### config.mk
export PLATFORM = sky130hd
export DESIGN_NAME = adc_spi_sampler
export DESIGN_NICKNAME = d
export VERILOG_FILES = /design/src/rtl/motor_ctrl_pkg.sv /design/src/rtl/miso_sync.sv /design/src/rtl/adc_spi_sampler.sv
export SDC_FILE = /design/constraint.sdc
export NUM_CORES = 1
export LEC_CHECK = 0
export ABC_CLOCK_PERIOD_IN_PS = 2200
export CAP_MARGIN = 20
export CORE_MARGIN = 1
export CORE_UTILIZATION = 46
export DETAILED_ROUTE_END_ITERATION = 6
export PLACE_DENSITY_LB_ADDON = 0.1
export REMOVE_ABC_BUFFERS = 1
export SYNTH_ARGS = -nofsm -noshare
export SYNTH_HDL_FRONTEND = slang
export SYNTH_SLANG_ARGS = --single-unit
### constraint.sdc
create_clock -name clock -period 2.2 [get_ports clock]
set_input_delay 0.22 -clock clock [delete_from_list [all_inputs] [get_ports clock]]
set_output_delay 0.22 -clock clock [all_outputs]
set_load 0.005 [all_outputs]
### src/rtl/motor_ctrl_pkg.sv
// Shared types and constants for the motor controller ADC feedback path.
package motor_ctrl_pkg;

  localparam int unsigned FRAME_BITS = 16;
  localparam int unsigned DATA_BITS  = 12;
  localparam logic [1:0]  START_BITS = 2'b11;

  typedef enum logic [1:0] {
    ST_IDLE,
    ST_CS_SETUP,
    ST_SHIFT,
    ST_CS_HOLD
  } sampler_state_t;

  // Command word, MSB first: start, single-ended, channel, then zero padding.
  function automatic logic [FRAME_BITS-1:0] build_frame(input logic [2:0] ch);
    return {START_BITS, ch, {(FRAME_BITS-5){1'b0}}};
  endfunction

endpackage

### src/rtl/miso_sync.sv
// Two-flop synchroniser for SPI input pins that are asynchronous to clock.
module miso_sync (
  input  logic clock,
  input  logic reset,
  input  logic d,
  output logic q
);

  logic meta;

  // Two-stage capture; async reset clears both stages to 0.
  always_ff @(posedge clock or posedge reset) begin
    if (reset) begin
      meta <= 1'b0;
      q    <= 1'b0;
    end else begin
      meta <= d;
      q    <= meta;
    end
  end

endmodule

### src/rtl/adc_spi_sampler.sv
// Periodic SPI master that reads 12-bit ADC conversions for the motor controller.
// Optional build macro ADC_AVG_EN: output a 4-sample running average, with
// sample_valid held off until four frames have completed since the last clear.
module adc_spi_sampler
  import motor_ctrl_pkg::*;
#(
  parameter int unsigned CLK_DIV       = 4,
  parameter int unsigned SAMPLE_PERIOD = 1000,
  parameter int unsigned CS_SETUP      = 2
) (
  input  logic                 clock,
  input  logic                 reset,
  input  logic                 enable,
  input  logic [2:0]           channel,
  input  logic                 adc_spi_miso,
  output logic                 adc_clk,
  output logic                 adc_mosi,
  output logic                 adc_cs_n,
  output logic [DATA_BITS-1:0] sample,
  output logic                 sample_valid,
  output logic                 busy
);

  localparam int unsigned PW  = $clog2(SAMPLE_PERIOD + 1);
  localparam int unsigned PHW = $clog2(2 * CLK_DIV);
  localparam int unsigned TW  = $clog2(CS_SETUP + 1);

  sampler_state_t        state;
  logic [PW-1:0]         period_cnt;
  logic                  trigger;
  logic                  pending;
  logic [PHW-1:0]        phase;
  logic [3:0]            bit_idx;
  logic [TW-1:0]         tick;
  logic [FRAME_BITS-1:0] frame;
  logic [FRAME_BITS-1:0] next_frame;
  // Only the last DATA_BITS received bits are ever used, so the receive
  // shifter is DATA_BITS wide and the leading bits fall off the top.
  logic [DATA_BITS-1:0]  rx;
  logic                  miso_s;

`ifdef ADC_AVG_EN
  logic [DATA_BITS-1:0]  hist0, hist1, hist2;
  logic [2:0]            fill;
  logic                  enable_q;
  logic [DATA_BITS+1:0]  avg_sum;
`endif

  miso_sync u_miso_sync (
    .clock (clock),
    .reset (reset),
    .d     (adc_spi_miso),
    .q     (miso_s)
  );

  // Trigger on the first enabled cycle and every SAMPLE_PERIOD clocks after.
  always_comb begin
    trigger    = enable && (period_cnt == '0);
    next_frame = build_frame(channel);
  end

  // Period counter: free-runs while enabled, held at zero otherwise.
  always_ff @(posedge clock or posedge reset) begin
    if (reset) begin
      period_cnt <= '0;
    end else if (!enable) begin
      period_cnt <= '0;
    end else if (period_cnt == PW'(SAMPLE_PERIOD - 1)) begin
      period_cnt <= '0;
    end else begin
      period_cnt <= period_cnt + 1'b1;
    end
  end

`ifdef ADC_AVG_EN
  // Sum of the incoming conversion and the three previous ones, 14 bits wide.
  always_comb begin
    avg_sum = {2'b00, rx} + {2'b00, hist0} + {2'b00, hist1} + {2'b00, hist2};
  end
`endif

  // Frame sequencer with registered SPI pins, pending flag and sample output.
  always_ff @(posedge clock or posedge reset) begin
    if (reset) begin
      state        <= ST_IDLE;
      adc_clk      <= 1'b0;
      adc_mosi     <= 1'b0;
      adc_cs_n     <= 1'b1;
      sample       <= '0;
      sample_valid <= 1'b0;
      busy         <= 1'b0;
      pending      <= 1'b0;
      phase        <= '0;
      bit_idx      <= '0;
      tick         <= '0;
      frame        <= '0;
      rx           <= '0;
`ifdef ADC_AVG_EN
      hist0        <= '0;
      hist1        <= '0;
      hist2        <= '0;
      fill         <= '0;
      enable_q     <= 1'b0;
`endif
    end else begin
      sample_valid <= 1'b0;
      if (!enable) begin
        pending <= 1'b0;
      end else if (trigger && (state != ST_IDLE)) begin
        pending <= 1'b1;
      end

      case (state)
        ST_IDLE: begin
          if (enable && (trigger || pending)) begin
            frame    <= next_frame;
            adc_mosi <= next_frame[FRAME_BITS-1];
            adc_cs_n <= 1'b0;
            busy     <= 1'b1;
            pending  <= 1'b0;
            tick     <= '0;
            state    <= ST_CS_SETUP;
          end
        end

        ST_CS_SETUP: begin
          if (tick == TW'(CS_SETUP - 1)) begin
            phase   <= '0;
            bit_idx <= '0;
            state   <= ST_SHIFT;
          end else begin
            tick <= tick + 1'b1;
          end
        end

        ST_SHIFT: begin
          if (phase == PHW'(2 * CLK_DIV - 1)) begin
            rx       <= {rx[DATA_BITS-2:0], miso_s};
            phase    <= '0;
            adc_clk  <= 1'b0;
            frame    <= frame << 1;
            adc_mosi <= frame[FRAME_BITS-2];
            if (bit_idx == 4'(FRAME_BITS - 1)) begin
              adc_mosi <= 1'b0;
              tick     <= '0;
              state    <= ST_CS_HOLD;
            end else begin
              bit_idx <= bit_idx + 1'b1;
            end
          end else begin
            phase <= phase + 1'b1;
            if (phase == PHW'(CLK_DIV - 1)) begin
              adc_clk <= 1'b1;
            end
          end
        end

        ST_CS_HOLD: begin
          if (tick == TW'(CS_SETUP - 1)) begin
            adc_cs_n <= 1'b1;
            busy     <= 1'b0;
            state    <= ST_IDLE;
`ifdef ADC_AVG_EN
            hist0 <= rx;
            hist1 <= hist0;
            hist2 <= hist1;
            if (fill != 3'd4) begin
              fill <= fill + 1'b1;
            end
            if (fill >= 3'd3) begin
              sample       <= avg_sum[DATA_BITS+1:2];
              sample_valid <= 1'b1;
            end
`else
            sample       <= rx;
            sample_valid <= 1'b1;
`endif
          end else begin
            tick <= tick + 1'b1;
          end
        end

        default: state <= ST_IDLE;
      endcase

`ifdef ADC_AVG_EN
      // Falling enable restarts the averaging window.
      enable_q <= enable;
      if (enable_q && !enable) begin
        hist0 <= '0;
        hist1 <= '0;
        hist2 <= '0;
        fill  <= '0;
      end
`endif
    end
  end

endmodule

### After elaboration in Yosys (flattened, before gate mapping)

Index checks and enable logic that the tools add are counted.

| cells by class | value |
|---|---|
| reductions and logical operators | 21 |
| muxes and demuxes | 40 |
| equal/unequal tests | 15 |
| add/subtract/negate cells | 4 |

Operators by type and width:

| cell | count |
|---|---|
| $mux W15 | 2 |
| $pmux W15 S2 | 1 |
| $mux W10 | 2 |
| $mux W2 | 9 |
| $mux W1 | 14 |
| $ne A2 B2 Y1 const B | 7 |
| $mux W4 | 3 |
| $add A10 B1 Y10 const B | 1 |
| $eq A10 B10 Y1 const B | 1 |
| $logic_not A10 Y1 | 1 |
| $reduce_bool A2 Y1 | 5 |
| $pmux W2 S4 | 1 |
| $pmux W4 S2 | 1 |
| $reduce_and A2 Y1 | 4 |
| $reduce_and A4 Y1 | 2 |
| $mux W3 | 2 |
| $pmux W1 S2 | 3 |
| $pmux W2 S3 | 1 |
| $pmux W3 S2 | 1 |
| $reduce_and A3 Y1 | 2 |
| $reduce_and A5 Y1 | 1 |
| $add A4 B1 Y4 const B | 1 |
| $eq A2 B1 Y1 const B | 2 |
| $eq A2 B2 Y1 const B | 2 |
| other kinds (9) | 11 |

| word-level totals | value |
|---|---|
| logic and storage cells | 96 |
| output and inout port bits | 17 |
| bits in registers | 68 |

### Logic depth before layout (Yosys ltp)

Gate-level depths: netlist (run 1).

| logic depth | value |
|---|---|
| depth after elaboration | 7 |
| gate-level depth with buffers | 8 |
| gate-level depth less buffers | 6 |

### Cells and area by module

From an unflattened synthesis (run 1), not the netlist that was laid out.

| unflattened totals | value |
|---|---|
| cells, all modules | 226 |
| area total of the unflattened synthesis | 2646.3 µm² |

By module, submodules not included:

| module | seq. area each (µm²) | area an instance (µm²) | times used | cells each |
|---|---|---|---|---|
| adc_spi_sampler | 1377.6 | 2592.5 | 1 | 223 |
| miso_sync | 50.0 | 53.8 | 1 | 3 |

### Worst setup path before layout (run 1)

No wires, ideal clock.

| path | value |
|---|---|
| kind | register to register |
| from | register phase[0] |
| to | register rx[0] |
| clock period less this slack | 1.948 ns |
| required time | 2.075 ns |
| setup slack | 0.252 ns |
| path buffers | 2 |
| stages on the path, launching flop included | 7 |
| library setup time | 0.125 ns |
| data arrival time | 1.824 ns |
| cell sequence | dfrtp_1 > ha_1 > ha_1 > clkbuf_1 > nand2_1 > clkbuf_1 > mux2_2 |

| between the ends | value |
|---|---|
| longest elaborated chain between the ends | 2 |

Ends and longest elaborated chain:

| item | RTL line | source |
|---|---|---|
| start, declared | adc_spi_sampler.sv:32 | `logic [PHW-1:0] phase;` |
| start signal, assigned | adc_spi_sampler.sv:151 | `phase <= phase + 1'b1;` |
| $eq A3 B3 Y1 | adc_spi_sampler.sv:137 | `if (phase == PHW'(2 * CLK_DIV - 1)) begin` |
| $reduce_and A2 Y1 (no source line) | - |  |
| end signal, assigned | adc_spi_sampler.sv:138 | `rx <= {rx[DATA_BITS-2:0], miso_s};` |
| end, declared | adc_spi_sampler.sv:39 | `logic [DATA_BITS-1:0] rx;` |

No other way between the ends.
A chain may end at the register's enable or synchronous reset.

### Final worst setup path (run 1)

| path | value |
|---|---|
| from | register period_cnt[6] |
| to | register state[1] |

| between the ends | value |
|---|---|
| longest elaborated chain between the ends | 6 |

Ends and longest elaborated chain:

| item | RTL line | source |
|---|---|---|
| start, declared | adc_spi_sampler.sv:29 | `logic [PW-1:0] period_cnt;` |
| start signal, assigned | adc_spi_sampler.sv:71 | `period_cnt <= period_cnt + 1'b1;` |
| $logic_not A10 Y1 | adc_spi_sampler.sv:58 | `trigger = enable && (period_cnt == '0);` |
| $logic_and A1 B1 Y1 | adc_spi_sampler.sv:58 |  |
| $logic_or A1 B1 Y1 | adc_spi_sampler.sv:115 | `if (enable && (trigger \|\| pending)) begin` |
| $logic_and A1 B1 Y1 | adc_spi_sampler.sv:115 |  |
| $ne A2 B2 Y1 (no source line) | - |  |
| $reduce_and A5 Y1 (no source line) | - |  |
| end signal, assigned | adc_spi_sampler.sv:122 | `state <= ST_CS_SETUP;` |
| end signal, assigned | adc_spi_sampler.sv:130 | `state <= ST_SHIFT;` |
| end signal, assigned | adc_spi_sampler.sv:146 | `state <= ST_CS_HOLD;` |
| end, declared | adc_spi_sampler.sv:28 | `sampler_state_t state;` |

No other way between the ends.

==> results of run 1 <==
## cell type report
class | instances | area (um2) | area share, %
repair buffers | 34 | 325 | 9.99
clock buffers | 11 | 141 | 4.34
inverters | 12 | 45.0 | 1.38
multi-input cells | 150 | 1150 | 35.2
flip-flops and latches | 57 | 1430 | 43.9
clock inverters | 5 | 78.8 | 2.42
well taps | 72 | 90.1 | 2.77
## worst min-delay path by stage
stage | start | to | slack [ps] | cells past startpoint
6_report | reset | tick[1] | 240 | 2
2_1_floorplan | adc_spi_miso | u_miso_sync.meta | 250 | 0
4_1_cts | reset | tick[1] | 240 | 2
5_1_grt | reset | sample[1] | 270 | 2
3_5_place_dp | u_miso_sync.meta | u_miso_sync.q | 340 | 0
3_3_place_gp | u_miso_sync.meta | u_miso_sync.q | 340 | 0
## Yosys cell counts (2+ instances only)
master    count  area (um2)
o31ai_1       4        30.0
mux2i_1       3        30.0
a31oi_1       3        18.8
xnor2_1       5        43.8
and3_1        2        12.5
dfrtp_1      56        1400
ha_1         12         150
nand2_1      13        48.8
xor2_1        3        26.3
nand3_1       8        40.0
mux2_2       24         270
nor2_1       14        52.6
clkbuf_1      5        18.8
nand4_1       4        25.0
nor2b_1       3        18.8
a21oi_1       5        25.0
inv_1        12        45.0
or3_1         4        25.0
or2_2         2        12.5
o21ai_0       9        45.0
a22o_1        2        17.5
a21boi_0      2        15.0
o221a_2       2        22.5
nand2b_1      2        12.5
nor3_1        5        25.0
and2_1        4        25.0
## cells in the final DEF (no fill, tap or decap), types with 5 or more instances in the layout
| cell type | Yosys | layout |
|---|---|---|
| dfrtp_1 | 56 | 56 |
| nor2_1 | 14 | 14 |
| inv_1 | 12 | 11 |
| ha_1 | 12 | 12 |
| xnor2_1 | 5 | 5 |
| mux2_2 | 24 | 24 |
| clkdlybuf4s50_1 | 0 | 23 |
| clkbuf_8 | 0 | 10 |
| buf_4 | 0 | 10 |
| nand3_1 | 8 | 8 |
| nor3_1 | 5 | 5 |
| nand2_1 | 13 | 13 |
| o21ai_0 | 9 | 9 |
| a21oi_1 | 5 | 5 |
## power breakdown
group	switching, mW	internal (mW)	total, mW
logic	0.0429	0.0314	0.0742
registers	0.0106	1.06	1.07
clock network	0.411	0.667	1.08
## flip-flops by register name, summed over array words and instances (netlist names)
signal,flops
busy,1
u_miso_sync.q,1
bit_idx,4
adc_mosi,1
tick,2
u_miso_sync.meta,1
pending,1
sample_valid,1
phase,3
period_cnt,10
state,2
adc_clk,1
adc_cs_n,1
rx,12
sample,12
frame,4
## per-layer routing
metal | part of all wire, % | GRT usage (%)
met5 | 0 | 0
met4 | 1.4 | 9.06
met3 | 3.7 | 4.71
met2 | 45 | 26.9
met1 | 49 | 24.7
## cell families after synthesis
kind of cell,count (synthesis),synth area share [%]
simple gates,65,12.8
flops,57,54.0
compound gates,37,10.5
mux,28,11.8
buf+inv,18,2.56
fa+ha+maj,12,5.68
xor+xnor,8,2.65
## metrics by stage
stage | cells | setup WS [ps] | cell area [um2]
after floorplan | 219 | 284 | 2620
after global placement | 325 | 179 | 3040
after detailed placement | 325 | 141 | 3040
after CTS | 341 | 180 | 3260
after global routing | 341 | 91.2 | 3260
final | 341 | 181 | 3260
==> impl_metrics.py, run 1 <==
metrics = {
    "run_status": {
        "status": "completed",
    },
    "critical_path": {
        "r2r_setup_slack_ps": 180,
        "startpoint_type": "flip-flop",
        "worst_ep_required_time_ps": 2410,
        "cpPeakStageDelay_ps": 570,
        "worstReg2RegStart": "period_cnt[6]",
        "end_kind": "flip-flop",
        "cpMaxStageDelayCell": "or4_4",
        "reg2reg_to": "state[1]",
        "cp_data_arrival_time_ps": 2230,
        "worst-setup-path-type": "reg -> reg",
        "critPathTopFamily": "simple AND/OR/NAND/NOR gates",
        "r2r_cells": 4,
        "worstPathCellList": "or4_4 -> o31a_4 -> nor3_2 -> mux2_1",
        "critPathLaunch": "period_cnt[6]",
        "crit_buf_inv": 0,
        "path_depth": 4,
        "worstSetupEndpoint": "state[1]",
        "critPathMaxFanout": 8,
    },
    "global_route": {
        "globalRouteOverflowTotal": 0,
        "grt_pass1_vias": 1800,
        "antenna_found_initial": 0,
        "track_usage_pct": 18.2,
        "grt_max_degree": 36,
        "grt_pass1_wl_um": 8480,
    },
    "power": {
        "powerDensity_nw_per_um2": 683,
        "power_mw": 2.22,
        "ir_worst_vdd_uv": 449,
        "cellLeakagePower_nw": 1.51,
    },
    "routing": {
        "wire_per_inst_um": 14.2,
        "drtAntennaViolNets": 0,
        "avgViaCountPerCell": 5.19,
        "via_count": 1770,
        "drtPass1Iterations": 4,
        "drtIter0Drc": 109,
        "routed_wl_um": 4840,
        "drc": 0,
    },
    "worst_hold_path": {
        "hp-class": "in -> async",
    },
    "floorplan": {
        "ios": 24,
        "initial_core_util_pct": 48.0,
        "die_area_um2": 6050,
        "dieHeight_um": 77.8,
        "fp.dieW_um": 77.8,
        "std_cell_rows": 27,
        "core_um2": 5510,
    },
    "synth": {
        "ys_seq_area_share_pct": 54.0,
        "ys_async_sr_fraction_pct": 100,
        "synth_area_um2": 2640,
        "syn_avg_cell_area_um2": 11.7,
        "synth_cells": 225,
        "synth.distinct_cells": 43,
        "synthFlopType": "dfrtp_1",
        "yosys_warnings": 0,
        "ys_ff_latch": 57,
        "synth_edf_count": 0,
    },
    "sta": {
        "fin_crit_sh_pct": 91.8,
        "setup_viol": 0,
        "fin_skew_ps": 7.35,
        "slew_violations": 0,
        "hold_violations": 0,
        "fin_tns_setup_ps": 0,
        "post-route-min-period_ps": 2020,
        "tightest_slew_ps": 612,
        "max_freq_mhz": 495,
        "max-slew-margin-rel_pct": 58.8,
        "hold_ws_ps": 242,
        "grt_setup_unrepaired": "no",
    },
    "flow_run": {
        "maxCapViolations": 0,
    },
    "clock_tree": {
        "numClockSinks": 57,
        "h-tree-depth": 3,
        "clkTransAtPathRegs_ps": 70,
        "postCtsResizedCells": 0,
        "clock_latency_ps": 330,
        "cts_root_buf": "clkbuf_8",
        "cts_buffers": 9,
        "post_cts_buffers": 0,
        "ctsHoldBuffers": 0,
        "cts_buffer_depth": 2,
        "tritoncts": "built",
    },
    "final_layout": {
        "diodes": 0,
        "fin_util_pct": 59.1,
        "drive_gt1_share_pct": 22.7,
        "fill_cells": 468,
        "area_growth_pct": 23.2,
        "fin_nets": 283,
    },
    "placed_design": {
        "port_buffers": 23,
        "gp_congestion": 0.758,
        "dp_hpwl_um": 3270,
    },
}
No activity file was read; power rests on OpenSTA's default activity.
==> inputs of run 2 (changes only) <==
--- a/config.mk
+++ b/config.mk
@@ -10,6 +10,7 @@
 export CORE_MARGIN = 1
 export CORE_UTILIZATION = 46
 export DETAILED_ROUTE_END_ITERATION = 6
+export HOLD_SLACK_MARGIN = 0.15
 export PLACE_DENSITY_LB_ADDON = 0.1
 export REMOVE_ABC_BUFFERS = 1
 export SYNTH_ARGS = -nofsm -noshare
==> results of run 2 <==
Same layout as run 1: the final DEF is identical, and so are final timing and power.
